$ cat src/rtl/mdu_pkg.sv
// Shared encodings for the HI/LO multiply/divide controller: request opcodes,
// shared-ALU operation codes and the controller state enum.
package mdu_pkg;

    typedef enum logic [2:0] {
        OP_NONE = 3'b000,
        OP_MULT = 3'b001,
        OP_DIV  = 3'b010,
        OP_MTHI = 3'b011,
        OP_MTLO = 3'b100,
        OP_MFHI = 3'b101,
        OP_MFLO = 3'b110,
        OP_RSVD = 3'b111
    } mdu_op_e;

    localparam logic [3:0] ALUOP_MUL  = 4'b0011;
    localparam logic [3:0] ALUOP_DIV  = 4'b0100;
    localparam logic [3:0] ALUOP_IDLE = 4'b1111;

    typedef enum logic [1:0] {
        ST_IDLE = 2'd0,
        ST_MUL  = 2'd1,
        ST_DIV  = 2'd2
    } mdu_state_e;

    localparam int CNT_W = 5;

    // The reserved opcode behaves exactly like "none".
    function automatic logic op_is_real(input mdu_op_e op);
        return (op != OP_NONE) && (op != OP_RSVD);
    endfunction

endpackage

$ cat src/rtl/hilo_mdu_ctrl.sv
// HI/LO multiply/divide sequencer: drives an external shared ALU for a fixed
// latency, then commits the 64-bit result into the architectural HI/LO pair.
module hilo_mdu_ctrl
    import mdu_pkg::*;
#(
    parameter int MUL_LAT = 4,
    parameter int DIV_LAT = 16
) (
    input  logic        clk,
    input  logic        rst_n,
    input  logic        req_valid,
    input  logic [2:0]  req_op,
    input  logic [31:0] rs_val,
    input  logic [31:0] rt_val,
    input  logic        flush,
    output logic        req_ready,
    output logic        stall,
    output logic [31:0] alu_x,
    output logic [31:0] alu_y,
    output logic [3:0]  aluop,
    input  logic [31:0] alu_re1,
    input  logic [31:0] alu_re2,
    output logic [31:0] hi,
    output logic [31:0] lo,
    output logic [31:0] rd_data,
    output logic        rd_valid,
    output logic        busy,
    output logic        done,
    output logic        dz
);

    localparam logic [CNT_W-1:0] MUL_CNT_INIT = CNT_W'(MUL_LAT - 1);
    localparam logic [CNT_W-1:0] DIV_CNT_INIT = CNT_W'(DIV_LAT - 1);

    mdu_state_e       state_q, state_d;
    logic [CNT_W-1:0] cnt_q, cnt_d;
    logic [31:0]      hi_q, hi_d;
    logic [31:0]      lo_q, lo_d;
    logic [31:0]      x_q, x_d;
    logic [31:0]      y_q, y_d;
    logic [31:0]      rd_data_q, rd_data_d;
    logic             rd_valid_q, rd_valid_d;
    logic             done_q, done_d;
    logic             dz_q, dz_d;

    mdu_op_e          op;
    logic             accept;

    assign op        = mdu_op_e'(req_op);
    assign req_ready = (state_q == ST_IDLE) && !flush;
    assign stall     = req_valid && !req_ready;
    assign accept    = req_valid && req_ready && op_is_real(op);

    assign busy      = (state_q != ST_IDLE);
    assign alu_x     = x_q;
    assign alu_y     = y_q;
    assign hi        = hi_q;
    assign lo        = lo_q;
    assign rd_data   = rd_data_q;
    assign rd_valid  = rd_valid_q;
    assign done      = done_q;
    assign dz        = dz_q;

    always_comb begin
        aluop = ALUOP_IDLE;
        case (state_q)
            ST_MUL:  aluop = ALUOP_MUL;
            ST_DIV:  aluop = ALUOP_DIV;
            default: aluop = ALUOP_IDLE;
        endcase
    end

    always_comb begin
        state_d    = state_q;
        cnt_d      = cnt_q;
        hi_d       = hi_q;
        lo_d       = lo_q;
        x_d        = x_q;
        y_d        = y_q;
        rd_data_d  = rd_data_q;
        rd_valid_d = 1'b0;
        done_d     = 1'b0;
        dz_d       = 1'b0;

        if (flush) begin
            // Kill wins over everything, including a terminal count this cycle.
            state_d = ST_IDLE;
            cnt_d   = '0;
        end else begin
            case (state_q)
                ST_IDLE: begin
                    if (accept) begin
                        case (op)
                            OP_MULT: begin
                                x_d     = rs_val;
                                y_d     = rt_val;
                                cnt_d   = MUL_CNT_INIT;
                                state_d = ST_MUL;
                            end
                            OP_DIV: begin
                                if (rt_val == 32'd0) begin
                                    dz_d = 1'b1;
                                end else begin
                                    x_d     = rs_val;
                                    y_d     = rt_val;
                                    cnt_d   = DIV_CNT_INIT;
                                    state_d = ST_DIV;
                                end
                            end
                            OP_MTHI: hi_d = rs_val;
                            OP_MTLO: lo_d = rs_val;
                            OP_MFHI: begin
                                rd_data_d  = hi_q;
                                rd_valid_d = 1'b1;
                            end
                            OP_MFLO: begin
                                rd_data_d  = lo_q;
                                rd_valid_d = 1'b1;
                            end
                            default: ;
                        endcase
                    end
                end
                ST_MUL: begin
                    if (cnt_q == '0) begin
                        hi_d    = alu_re1;
                        lo_d    = alu_re2;
                        done_d  = 1'b1;
                        state_d = ST_IDLE;
                    end else begin
                        cnt_d = cnt_q - 1'b1;
                    end
                end
                ST_DIV: begin
                    // ALU returns quotient on re1 and remainder on re2.
                    if (cnt_q == '0) begin
                        lo_d    = alu_re1;
                        hi_d    = alu_re2;
                        done_d  = 1'b1;
                        state_d = ST_IDLE;
                    end else begin
                        cnt_d = cnt_q - 1'b1;
                    end
                end
                default: state_d = ST_IDLE;
            endcase
        end
    end

    always_ff @(posedge clk) begin
        if (!rst_n) begin
            state_q    <= ST_IDLE;
            cnt_q      <= '0;
            hi_q       <= '0;
            lo_q       <= '0;
            x_q        <= '0;
            y_q        <= '0;
            rd_data_q  <= '0;
            rd_valid_q <= 1'b0;
            done_q     <= 1'b0;
            dz_q       <= 1'b0;
        end else begin
            state_q    <= state_d;
            cnt_q      <= cnt_d;
            hi_q       <= hi_d;
            lo_q       <= lo_d;
            x_q        <= x_d;
            y_q        <= y_d;
            rd_data_q  <= rd_data_d;
            rd_valid_q <= rd_valid_d;
            done_q     <= done_d;
            dz_q       <= dz_d;
        end
    end

endmodule

$ cat config.mk
export PLATFORM = sky130hd
export DESIGN_NAME = hilo_mdu_ctrl
export DESIGN_NICKNAME = d
export VERILOG_FILES = /design/src/rtl/mdu_pkg.sv /design/src/rtl/hilo_mdu_ctrl.sv
export SDC_FILE = /design/constraint.sdc
export NUM_CORES = 1
export LEC_CHECK = 0
export CORE_MARGIN = 2
export CORE_UTILIZATION = 50
export CTS_BUF_LIST = sky130_fd_sc_hd__clkbuf_4
export CTS_CLUSTER_SIZE = 16
export DETAILED_ROUTE_END_ITERATION = 16
export PLACE_DENSITY_LB_ADDON = 0.12
export SLEW_MARGIN = 20
export SYNTH_ARGS = -nofsm -noshare
export SYNTH_HDL_FRONTEND = slang
export SYNTH_SLANG_ARGS = --single-unit
export TNS_END_PERCENT = 100
$ cat constraint.sdc
create_clock -name clk -period 3.81 [get_ports clk]
set_input_delay 0.762 -clock clk [delete_from_list [all_inputs] [get_ports clk]]
set_output_delay 0.762 -clock clk [all_outputs]
set_load 0.05 [all_outputs]
### Word-level counts from Yosys, hierarchy flattened

Cells that the tools add are included.

* flip-flop bits (word level): 170
* input port bits: 135
* word-level logic and storage cells: 91

* add/sub/neg operators: 1
* equal/unequal tests: 19
* mux-type cells: 27
* bitwise gates (word level): 6
* reduce and logical (&&, ||, !) cells: 28

Operators with widths (count)
* 32-bit 2-to-1 mux: 8
* 32-bit case mux with 2 select lines: 3
* 32-bit case mux with 3 select lines: 2
* 32-bit logical NOT: 1
* 5-bit case mux with 2 select lines: 2
* 5-bit 2-to-1 mux: 3
* 6-bit AND reduction: 2
* 2-bit != test (second input constant): 5
* 5-bit AND reduction: 2
* 3-bit == test (second input constant): 3
* 2-bit case mux with 2 select lines: 2
* 4-bit case mux with 2 select lines: 1
* 4-bit AND reduction: 2
* 2-bit nonzero test: 4
* 3-bit by 2-bit == test with 1-bit output (second input constant): 2
* 2-bit 2-to-1 mux: 3
* 2-bit by 1-bit != test with 1-bit output (second input constant): 3
* 3-bit != test (second input constant): 2
* 1-bit NOT: 6
* 3-bit nonzero test: 2
* 2-bit OR reduction: 3
* 1-bit logical AND: 5
* 5-bit logical NOT: 1
* 5-bit OR reduction: 1
* other kinds (10): 13

### Logic depth before layout (Yosys ltp)

* word-level depth: 6
* mapped depth: 9
* gate-level depth less buffers: 7

### Worst setup path after synthesis

No wires, ideal clock.

* kind: input to output
* from: input flush
* to: output stall
* data arrival time: 2.000 ns
* data required time: 3.048 ns
* slack: 1.048 ns
* stages on the path: 2
* path buffers: 0
* path through: nor2b_1 nor2b_1

* word-level cells in the longest chain between the ends: 4

Ends and longest elaborated chain
* from (decl): RTL line hilo_mdu_ctrl.sv:15 `input logic flush,`
* 1-bit logical NOT: RTL line hilo_mdu_ctrl.sv:50 `assign req_ready = (state_q == ST_IDLE) && !flush;`
* 1-bit logical AND: RTL line hilo_mdu_ctrl.sv:50
* 1-bit logical NOT: RTL line hilo_mdu_ctrl.sv:51 `assign stall = req_valid && !req_ready;`
* 1-bit logical AND: RTL line hilo_mdu_ctrl.sv:51
* to (decl): RTL line hilo_mdu_ctrl.sv:17 `output logic stall,`

Every way passes these cells.

### Worst setup path after layout

* from: register state_q[0]
* to: output aluop[3]

* word-level cells in the longest chain between the ends: 2
* elaborated cells between the ends (all ways): 3
* those cells by class: eq/ne: 2; mux: 1

Ends and longest elaborated chain
* from (decl): RTL line hilo_mdu_ctrl.sv:35 `mdu_state_e state_q, state_d;`
* from (signal assigned): RTL line hilo_mdu_ctrl.sv:163 `state_q <= state_d;`
* 2-bit == test or 2-bit by 1-bit == test with 1-bit output (tied branches): RTL line hilo_mdu_ctrl.sv:66 `case (state_q)`
* 4-bit case mux with 2 select lines *: RTL line hilo_mdu_ctrl.sv:66
* to (decl): RTL line hilo_mdu_ctrl.sv:20 `output logic [3:0] aluop,`

Mark *: on every way between the ends. The rest lies on a longest branch, timed or not.

==> summary.md <==
| Metric | Value |
|---|---|
| Slew Limit Fails | 0 |
| Gate Count Post-Synth | 959 |
| Die area | roughly 0.017 mm2 |
| Synth area leaders | dfxtp_1 (42%), nand2_1 (10%), mux2i_1 (7.8%), a211o_1 (6.8%), a22oi_1 (5.9%) |
| Largest net degree at the start of global routing | 83 |
| Post-DP HPWL | 18300 um |
| Clk slew on worst S/H paths | 0.14 ns |
| Setup TNS | 0 ns |
| Routed Antenna Nets | 0 |
| Nets | 1349 |
| WHS | 0.464 ns |
| Kind of critical path | flop to output port |
| Vias/cell | between 5 and 6 |
| Core Area | between 0.015 and 0.02 mm2 |
| PwrDens | 344 mW/mm2 |
| Rel. slew slack | a little under a third |
| GRT Overall Usage | 29.1% |
| Post-Syn Nets | 1100 |
| Crit path setup slack, layout | 0.503 ns |
| Rows | 46 |
| Post-CTS Hold Fix Bufs | 0 |
| Clk_lat worst skew | about 0.58 ns |
| First drt pass iteration count | 7 |
| Seq/Total Area, Yosys | about 42% |
| Commonest non-fill, non-tap cells in the layout | clkdlybuf4s50_1 (302), nand2_1 (227), dfxtp_1 (170) |
| RSZ-0062 raised after global routing | false |
| Vias in the first global route | roughly 7600 |
| Critical-path maximum fanout | 36 |
| Die W | 132 um |
| Commonest non-fill, non-tap cell in the layout | clkdlybuf4s50_1 |
| Critical path launch point | state_q[0] |
| Period minus WS final | between 3 and 4 ns |
| H-tree Lvls | 4 |
| Hold path start | alu_y[13] |
| Bufs on Longest Clock Path | 2 |
| Root buf cell | clkbuf_4 |
| EDFF count, synth | 0 |
| Worst r2r path cells | 7 |
| Post-CTS setup buffer count | 0 |
| Wirelength per Cell | around 18 um |
| Syn. warnings | 0 |
| Critical path data required time | between 3 and 4 ns |
| Port bufs | 304 |
| Unique masters post-synth | 43 |
| Syn Area/Cell | 8.55 um2 |
| Endpoints failing hold | 0 |
| Final setup vio count | 0 |
| Maximum vdd ir drop | ~260 uV |
| DR DRC count | 0 |
| FILL cells | 1251 |
| Post-synth top flop | dfxtp_1 |
| Grt total ovfl | 0 |
| Tcrit/Tclk final | 86.8% |
| Die height | about 130 um |
| # resized after CTS | 0 |
| FF-to-FF Start | state_q[0] |
| Worst endpoint data arrival time | 2.55 ns |
| Synthesized flop and latch total | 170 |
| DP Worst Slack | 0.525 ns |
| GP Congestion | 0.894 |
| Setup crit start kind | flop |
| Iter 0 DRT Violations | 486 |
| Biggest area consumer among synthesized cells | dfxtp_1 |
| Setup slack, reg-to-reg | between 1 and 1.5 ns |
| Final Core Density | 72.7% |
| CP Capture Point | aluop[3] |
| Count of maximum capacitance violations | 0 |
| Initial core utilization | 51.4% |
| I/O pin count | 305 |
| RR Endpoint | alu_x[8] |
| Worst min-delay path class | flop to flop |
| Worst slew pin tran | 1.04 ns |
| Drt total wl | ~26000 um |
| First-pass GRT wire length | 41000 um |
| P_leak | 4.20 nW |
| P&R area growth vs syn | 41.3% |
| Post-Synthesis Cell Area | 0.00820 mm2 |
| Via count | 8121 |
| Crit end category | output port |
| Inst Count DP | ~1400 |
| Top cell type's share of synthesized area | 41.5% |
| CTS Buf Count | 17 |
| CTS tree | done |
| Status | finished, final reports clean |
| Layout cells sized above 1 | 5.08% |
| Share of synthesized flip-flops with an asynchronous set or reset | 0% |
| FMAX | around 300 MHz |
| CTS sink cnt | 170 |
| Post-Layout Cell Count | 1437 |
| Initial antenna violation count | 1 |
| Clock Skews | 0.0193 ns |
-- cell type report --
cell class	instances	area, um2	area share, %
Multi-Input combinational cell	690	4350	37.5
Clock inverter	11	195	1.68
Clock buffer	20	150	1.30
Timing Repair Buffer	320	3180	27.5
Tap cell	216	270	2.33
Antenna cell	1	2.50	0.0216
Inverter	9	33.8	0.292
Sequential cell	170	3400	29.4
-- synth_stat cells, types with 2 or more instances --
cell type,count
a21boi_1,56
nand2b_1,2
and3_1,3
a211o_1,64
nand3_1,69
buf_1,3
nor2b_1,5
nand2_1,227
clkbuf_1,62
ha_1,6
o31ai_1,2
o311ai_0,2
o211a_1,32
nor4_1,8
buf_6,13
a21boi_0,8
inv_1,9
dfxtp_1,170
nand3b_1,2
nor3_1,3
nand4_1,2
o21ai_0,4
nor2_1,43
a21o_1,2
a21oi_1,7
mux2i_1,64
and2_1,2
a22oi_1,64
buf_2,10
buf_4,2
-- cells by family (layout without fill, tap and decap cells) --
logic type	count (synthesis)	count (layout)	synth area share (%)
xor gates and xnor gates	1	1	0.107
other	0	1	0
DFF	170	170	41.5
adders and majority gates	6	6	0.915
buffers and inverters	99	360	5.97
and+or+nand+nor	372	372	19.5
muxes	64	64	7.81
AOI/OAI and AO/OA	247	247	24.2
-- per-stage QoR --
stage                     power [W]  instance area, um2
after floorplan             0.00241                8200
after detailed placement    0.00276               11200
after global routing        0.00413               11600
after CTS                   0.00399               11600
after global placement      0.00275               11200
final                       0.00399               11600
-- routing by layer --
layer	vias to the layer above	wire, um	global-route usage (%)
met5	-	0	0
met4	0	718	10.3
met3	46	2100	7.50
met2	317	11900	46.1
met1	3839	11300	38.5
li1	3919	-	-
-- worst min path at each step --
stage / endpoint / slack [ns] / cells after the start
after floorplan: state_q[0] / 0.48 / 2
after global placement: alu_y[23] / 0.44 / 2
after detailed placement: alu_x[2] / 0.45 / 2
after CTS: alu_y[27] / 0.47 / 2
after global routing: alu_y[20] / 0.48 / 2
final: alu_y[13] / 0.46 / 2
-- state kept, by name, summed over array words and instances (netlist names) --
register,cells
rd_valid,1
state_q,2
hi,32
alu_x,32
alu_y,32
lo,32
rd_data,32
cnt_q,5
done,1
dz,1
-- worst max-delay path, cell delays in order (launching register included) --
cell,delay [ns]
dfxtp_1,0.43
inv_1,0.12
ha_4,0.51
inv_1,0.14
clkdlybuf4s50_1,0.75
-- report_power, final --
| group | internal (W) | total (W) | switching (W) |
|---|---|---|---|
| registers | 0.00183 | 0.00187 | 0.0000393 |
| logic | 0.000341 | 0.000856 | 0.000515 |
| clock network | 0.000606 | 0.00126 | 0.000650 |
| total | 0.00278 | 0.00399 | 0.00120 |
(Power assumes the default switching activity.)
